[src/rtl/wb_arb_pkg.sv]
// Shared types and widths for the 4-master Wishbone round-robin arbiter.
package wb_arb_pkg;
  localparam int MASTER_COUNT = 4;
  localparam int GRANT_W      = 2;
  localparam int SEL_W        = 4;
  localparam int ADR_W        = 32;
  localparam int DAT_W        = 32;
  localparam int CNT_W        = 16;
  localparam int DEAD_W       = 3;

  typedef enum logic [1:0] {
    ST_IDLE  = 2'd0,
    ST_GRANT = 2'd1,
    ST_DEAD  = 2'd2
  } arb_state_e;

  // One master's request lane as seen by the slave-side mux.
  typedef struct packed {
    logic             cyc;
    logic             stb;
    logic             we;
    logic [SEL_W-1:0] sel;
    logic [ADR_W-1:0] adr;
    logic [DAT_W-1:0] dat;
  } wb_req_t;
endpackage

[src/rtl/rr_picker_4.sv]
// Combinational round-robin pick: first requester above 'last', wrapping mod 4.
module rr_picker_4
  import wb_arb_pkg::*;
(
  input  logic [MASTER_COUNT-1:0] req,
  input  logic [GRANT_W-1:0]      last,
  output logic [GRANT_W-1:0]      grant,
  output logic                    any
);
  logic [GRANT_W-1:0] idx;

  // Walk from lowest priority (last itself) to highest (last+1); the final hit wins.
  always_comb begin
    grant = '0;
    idx   = '0;
    for (int k = MASTER_COUNT; k >= 1; k--) begin
      idx = last + GRANT_W'(k);
      if (req[idx]) grant = idx;
    end
  end

  assign any = |req;
endmodule

[src/rtl/wb_rr_arbiter_4.sv]
// Four-master Wishbone round-robin arbiter with stall timeout and dead cycles
// between grants.
module wb_rr_arbiter_4
  import wb_arb_pkg::*;
#(
  parameter int TIMEOUT     = 1024,
  parameter int DEAD_CYCLES = 1
) (
  input  logic                          clk,
  input  logic                          rst,
  input  logic [MASTER_COUNT-1:0]       m_cyc_i,
  input  logic [MASTER_COUNT-1:0]       m_stb_i,
  input  logic [MASTER_COUNT-1:0]       m_we_i,
  input  logic [MASTER_COUNT*SEL_W-1:0] m_sel_i,
  input  logic [MASTER_COUNT*ADR_W-1:0] m_adr_i,
  input  logic [MASTER_COUNT*DAT_W-1:0] m_dat_i,
  output logic [DAT_W-1:0]              m_dat_o,
  output logic [MASTER_COUNT-1:0]       m_ack_o,
  output logic [MASTER_COUNT-1:0]       m_err_o,
  output logic [MASTER_COUNT-1:0]       m_int_o,
  output logic                          s_cyc_o,
  output logic                          s_stb_o,
  output logic                          s_we_o,
  output logic [SEL_W-1:0]              s_sel_o,
  output logic [ADR_W-1:0]              s_adr_o,
  output logic [DAT_W-1:0]              s_dat_o,
  input  logic                          s_ack_i,
  input  logic                          s_int_i,
  input  logic [DAT_W-1:0]              s_dat_i,
  output logic [GRANT_W-1:0]            grant_o,
  output logic                          grant_valid_o
);
  arb_state_e                       state, state_nx;
  logic [GRANT_W-1:0]               grant, last_grant, pick;
  logic                             any_req;
  logic [CNT_W-1:0]                 stall_cnt;
  logic [DEAD_W-1:0]                dead_cnt;
  logic                             active, stall, timeout, done;
  wb_req_t [MASTER_COUNT-1:0]       req;
  wb_req_t                          sel_req;

  rr_picker_4 u_picker (
    .req   (m_cyc_i),
    .last  (last_grant),
    .grant (pick),
    .any   (any_req)
  );

  assign active = (state == ST_GRANT);

  for (genvar n = 0; n < MASTER_COUNT; n++) begin : g_lane
    assign req[n] = '{cyc: m_cyc_i[n],
                      stb: m_stb_i[n],
                      we:  m_we_i[n],
                      sel: m_sel_i[n*SEL_W +: SEL_W],
                      adr: m_adr_i[n*ADR_W +: ADR_W],
                      dat: m_dat_i[n*DAT_W +: DAT_W]};
    assign m_ack_o[n] = active  && (grant == GRANT_W'(n)) && s_ack_i;
    assign m_int_o[n] = active  && (grant == GRANT_W'(n)) && s_int_i;
    assign m_err_o[n] = timeout && (grant == GRANT_W'(n));
  end

  assign sel_req = active ? req[grant] : '0;
  assign s_cyc_o = sel_req.cyc;
  assign s_stb_o = sel_req.stb;
  assign s_we_o  = sel_req.we;
  assign s_sel_o = sel_req.sel;
  assign s_adr_o = sel_req.adr;
  assign s_dat_o = sel_req.dat;
  assign m_dat_o = s_dat_i;

  assign grant_o       = grant;
  assign grant_valid_o = active;

  // An ack always beats the timeout; a cycle ending on its ack cycle closes one cycle later.
  assign stall   = active && sel_req.stb && !s_ack_i;
  assign timeout = stall && (stall_cnt == CNT_W'(TIMEOUT - 1));
  assign done    = active && !sel_req.cyc && !s_ack_i;

  always_comb begin
    state_nx = state;
    unique case (state)
      ST_IDLE:  if (any_req) state_nx = ST_GRANT;
      ST_GRANT: if (timeout || done) state_nx = ST_DEAD;
      ST_DEAD:  if (dead_cnt == DEAD_W'(DEAD_CYCLES - 1)) state_nx = ST_IDLE;
      default:  state_nx = ST_IDLE;
    endcase
  end

  always_ff @(posedge clk or posedge rst) begin
    if (rst) begin
      state      <= ST_IDLE;
      grant      <= '0;
      last_grant <= GRANT_W'(MASTER_COUNT - 1);
      stall_cnt  <= '0;
      dead_cnt   <= '0;
    end else begin
      state <= state_nx;
      if (state == ST_IDLE && any_req) grant <= pick;
      if (active && state_nx == ST_DEAD) last_grant <= grant;
      stall_cnt <= (stall && state_nx == ST_GRANT) ? stall_cnt + 1'b1 : '0;
      dead_cnt  <= (state == ST_DEAD) ? dead_cnt + 1'b1 : '0;
    end
  end
endmodule

[config.mk]
export PLATFORM = sky130hd
export DESIGN_NAME = wb_rr_arbiter_4
export DESIGN_NICKNAME = d
export VERILOG_FILES = /design/src/rtl/wb_arb_pkg.sv /design/src/rtl/rr_picker_4.sv /design/src/rtl/wb_rr_arbiter_4.sv
export SDC_FILE = /design/constraint.sdc
export NUM_CORES = 1
export LEC_CHECK = 0
export BUFFER_PORTS_ARGS = -buffer_cell sky130_fd_sc_hd__buf_4
export CORE_AREA = 2 2 172 174
export DETAILED_ROUTE_END_ITERATION = 10
export DIE_AREA = 0 0 174 176
export PLACE_DENSITY_LB_ADDON = 0.25
export SETUP_SLACK_MARGIN = 0.05
export SYNTH_ARGS = -nofsm -noshare
export SYNTH_HDL_FRONTEND = slang
export SYNTH_SLANG_ARGS = --single-unit
[constraint.sdc]
create_clock -name clk -period 2.5 [get_ports clk]
set_clock_uncertainty 0.2 [all_clocks]
set_input_delay 0.5 -clock clk [delete_from_list [all_inputs] [get_ports clk]]
set_output_delay 0.5 -clock clk [all_outputs]
set_load 0.02 [all_outputs]
Word-level counts from Yosys, hierarchy flattened
Index checks and enable logic that the tools add are counted.
W data, S select, Z words.
{ "totals": {"regBits": 25, "input_bits": 320, "out_inout_bits": 118, "wordCells": 75} }
{ "classes": {"n_addsub": 5, "order_cmp": 5, "eq_ne": 8, "mux": 21, "reduce_logical": 31} }
{ "op_table": {"columns": ["cell", "n"], "rows": [
  ["$bmux W71 S2", 1],
  ["$mux W71", 2],
  ["$logic_and A1 B1 Y1", 24],
  ["$add A16 B1 Y16 const B", 1],
  ["$eq A16 B10 Y1 const B", 1],
  ["$mux W16", 1],
  ["$lt A2 B3 Y1 const B", 5],
  ["$mux W2", 7],
  ["$bmux W1 S2", 4],
  ["$eq A2 B2 Y1 const B", 4],
  ["$eq A2 B1 Y1 const B", 3],
  ["$pmux W2 S3", 1],
  ["$add A2 B2 Y2 const B", 2],
  ["$logic_not A2 Y1", 2],
  ["$mux W1", 4],
  ["$reduce_or A4 Y1", 1],
  ["$add A3 B1 Y3 const B", 1],
  ["$logic_not A3 Y1", 1],
  ["$mux W3", 1],
  ["$add A2 B1 Y2 const B", 1],
  ["$logic_not A1 Y1", 2],
  ["$logic_or A1 B1 Y1", 1]
]} }

Logic depth before layout (Yosys ltp)
{ "logic_depth": {"word_depth": 12, "mapped_depth": 6, "depth_no_buf": 5} }

Hierarchy
Synthesis repeated with hierarchy kept, for this count alone.
{ "hier_totals": {"cells_unflattened": 361, "area_unflattened_um2": 3865.0} }
{ "by_module_without_submodules": {"columns": ["module", "n_inst", "cells_each", "area_per_inst_um2", "seq_area_each_um2"], "rows": [
  ["wb_rr_arbiter_4", 1, 347, 3773.6, 628.1],
  ["rr_picker_4", 1, 14, 91.3, 0.0]
]} }

Least setup slack after synthesis
No wires, ideal clock.
{ "synth_timing": {"path_type": "register -> output", "start": "register stall_cnt[0]", "end": "output m_err_o[0]", "arrival_time_ps": 1995, "required_ps": 1800, "setup_slack_ps": -195, "path_stages_with_launch": 6, "path_buffers": 0, "cell_sequence": "dfrtp_1 ha_1 nand3_1 nor2_1 nand3_2 nor4b_1"} }
{ "synth_via": {"elab_chain_len": 3} }
{ "synth_lines": {"columns": ["item", "line", "rtl"], "rows": [
  ["start: declaration", "wb_rr_arbiter_4.sv:36", "logic [CNT_W-1:0] stall_cnt;"],
  ["start signal: assignment", "wb_rr_arbiter_4.sv:101", "stall_cnt <= (stall && state_nx == ST_GRANT) ? stall_cnt + 1'b1 : '0;"],
  ["$eq A16 B10 Y1", "wb_rr_arbiter_4.sv:77", "assign timeout = stall && (stall_cnt == CNT_W'(TIMEOUT - 1));"],
  ["$logic_and A1 B1 Y1", "wb_rr_arbiter_4.sv:77", null],
  ["$logic_and A1 B1 Y1", "wb_rr_arbiter_4.sv:60", "assign m_err_o[n] = timeout && (grant == GRANT_W'(n));"],
  ["end: declaration", "wb_rr_arbiter_4.sv:19", "output logic [MASTER_COUNT-1:0] m_err_o,"]
]} }
No other way between the ends.

Final worst setup path
{ "layout_timing": {"start": "register grant[0] (netlist: grant_o[0])", "end": "output s_cyc_o"} }
{ "layout_via": {"elab_chain_len": 3} }
{ "layout_lines": {"columns": ["item", "line", "rtl"], "rows": [
  ["start: declaration", "wb_rr_arbiter_4.sv:34", "logic [GRANT_W-1:0] grant, last_grant, pick;"],
  ["start signal: assignment", "wb_rr_arbiter_4.sv:99", "if (state == ST_IDLE && any_req) grant <= pick;"],
  ["$bmux W71 S2", "wb_rr_arbiter_4.sv:63", "assign sel_req = active ? req[grant] : '0;"],
  ["$mux W71 (not written as such)", "wb_rr_arbiter_4.sv:63", null],
  ["$mux W71", "wb_rr_arbiter_4.sv:63", null],
  ["end: declaration", "wb_rr_arbiter_4.sv:21", "output logic s_cyc_o,"]
]} }
No other way between the ends. The select of a mux whose other input is x is not followed.

==> run metrics <==
global route hottest layer met2; endpoints failing setup 66; M3 GR Usage 0.0375; most frequent CP cell buf_6; hold crit path type in2async; die height 176 µm; synthesized area 3840 µm²; CP required 1.80 ns; failing checks setup timing; crit-path max cell delay 0.51 ns; first-pass GRT wire length 31100 µm; Syn Inst Count 357; CORE AREA 28500 µm²; vias in the first global route 4702; max_slew headroom 0.609; Setup crit start kind register; Synth Register Bits 25; crit share post-route 1.06; Synth-to-Final Area Change 112%; Crit Path Max Fanout 8; WP buf/inv 5; Peak VDD IR 0.419 mV; DRT antenna net count 0; total power 8830 µW; Detailed Route WL 22700 µm; Least-Margin Pin Slew 0.585 ns; Critical Setup Path Class reg2out; number of synthesized flops with an enable pin 0; CP max-delay cell dfrtp_4; commonest cells in the netlist and2_1 (71), mux4_2 (71), buf_4 (34), nor2_1 (29), dfrtp_1 (23); Synth area leader mux4_2; drt drc 0; status finished with violations; hold_buf cts 0; Buffers on Ports 373; DRT iter0 DRCs 203; WHS 0.105 ns; Initial Util 0.134; Final Core Density 0.285; RSZ-0062 raised after global routing true; Hold Vio Cnt, Final 0; post-synthesis net count 680; register area share after synthesis 0.164; Via Count 4552; CTS root buffer clkbuf_16; fmax 378 MHz; DP HPWL 18500 µm; DR vias/cell 4.09; pins over their slew limit 0; Mean Syn Cell Area 10.8 µm²; Synth area leaders mux4_2 (42%), dfrtp_1 (15%), and2_1 (12%), buf_4 (6.6%), nor2_1 (2.8%); clock latency at the later pin of the worst-skew pair 0.26 ns; CTS sink count 25; GRT Util Overall 0.132; number of distinct library cells after synthesis 45; Final min period 2.64 ns; synth warn 0; grt total ovfl 0; dpl ws 0.105 ns; Layout Nets 1051; die footprint 30600 µm²; H-tree levels 1; CP Data Arrival Time 1.94 ns; initial antenna violation count 4; clock-pin slew on the worst setup and hold paths 0.06 ns; row count 62; cell area power density 1090 nW/µm²; setup TNS -3.53 ns; CP Cell Sequence buf_12 > buf_6 > buf_8 > mux4_2 > inv_2 > nor2_4 > buf_6; LEAKAGE 0.00367 µW; GR Util met1 0.171; WL/cell 20.4 µm; Synth top area share 0.417; Async S/R FF share, synth 1.00; largest net degree at the start of global routing 50; gpl congestion 0.786; CTS tree done; fraction of layout cells with a size suffix above 1 0.821; I/O Pins 438; Horiz. Die Dim 174 µm; CP Capture Type output port; met2 capacity usage during global routing 0.228; max-cap check violation count 0; Worst Setup Slack, final -0.144 ns; Clock Tree Buf Depth 2; clock buffer count from CTS 3; Pre-Repair DR Iteration Count 4; Most used DFF post-synth dfrtp_1; CP delay by family, top buffers and inverters
-- per-layer routing --
| layer | vias up | share of wire |
|---|---|---|
| met5 | - | 0.00040 |
| met4 | 2 | 0.0048 |
| met3 | 6 | 0.069 |
| met2 | 209 | 0.51 |
| met1 | 2269 | 0.42 |
| li1 | 2066 | - |
-- layout by cell type (no fill, tap or decap), drive strengths merged, types with 3 or more instances in the layout --
| cell | synthesis | final |
|---|---|---|
| mux4 | 71 | 71 |
| diode | 0 | 3 |
| clkbuf | 13 | 9 |
| nand4 | 8 | 8 |
| ha | 3 | 3 |
| nand3 | 11 | 11 |
| and2 | 71 | 71 |
| nor2 | 29 | 29 |
| xnor2 | 7 | 7 |
| nor2b | 5 | 5 |
| xor2 | 7 | 7 |
| nor3 | 7 | 7 |
| dfrtp | 23 | 23 |
| buf | 46 | 420 |
| nand2 | 7 | 7 |
| nor4 | 5 | 5 |
| inv | 12 | 12 |
| and4 | 3 | 3 |
-- cell type report --
class,instances,area [µm²]
fillers,3072,20400
repair buffers,425,3750
multi-input cells,261,3130
flip-flops and latches,25,636
well taps,384,480
clock buffers,4,78.8
inverters,12,47.5
diodes,3,7.51
-- power breakdown --
group          leakage (µW)  total, µW  internal, µW  switching (µW)
clock network     0.0000382        355           218             137
registers          0.000333        551           480            70.5
logic               0.00330       7930          4460            3470
-- state kept, by name, summed over array words and instances, names as in the netlist --
name / count
stall_cnt: 16
dead_cnt: 3
grant_o: 2
last_grant: 2
state: 2
-- worst paths after layout --
check / endpoint / slack [ns] / cells after the start / start
min in group clk: dead_cnt[0]$_DFF_PP0_ / 0.27 / 1 / dead_cnt[0]$_DFF_PP0_
max in group asynchronous: stall_cnt[8]$_DFF_PP0_ / 1.42 / 3 / rst
worst max-delay path: s_cyc_o / -0.14 / 7 / grant_o[0]$_DFFE_PP0P_
worst max register to register: stall_cnt[2]$_DFF_PP0_ / 0.24 / 8 / grant_o[0]$_DFFE_PP0P_
worst min-delay path: stall_cnt[6]$_DFF_PP0_ / 0.11 / 2 / rst
worst min register to register: dead_cnt[0]$_DFF_PP0_ / 0.27 / 1 / dead_cnt[0]$_DFF_PP0_
-- kinds of logic after synthesis --
logic type | after synthesis | share of synthesized area
muxes | 72 | 0.419
DFF | 25 | 0.164
and+or+nand+nor | 156 | 0.239
xor gates and xnor gates | 14 | 0.0319
adders and majority gates | 3 | 0.00978
AOI/OAI and AO/OA | 16 | 0.0303
buffers and inverters | 71 | 0.106
-- stage by stage --
stage,cells,instance area (µm²)
floorplan,357,3850
global placement,1082,7040
detailed placement,1082,7040
CTS,1094,7590
global route,1113,8120
finish,1114,8130
-- timing repair --
item,in CTS,in global routing
resized for setup,121,77
buffers inserted,8,12
gates cloned,0,7
setup endpoints to repair,76,80
pin swaps,5,7
hold endpoints to repair,0,0
No activity file was read; power rests on OpenSTA's default activity.
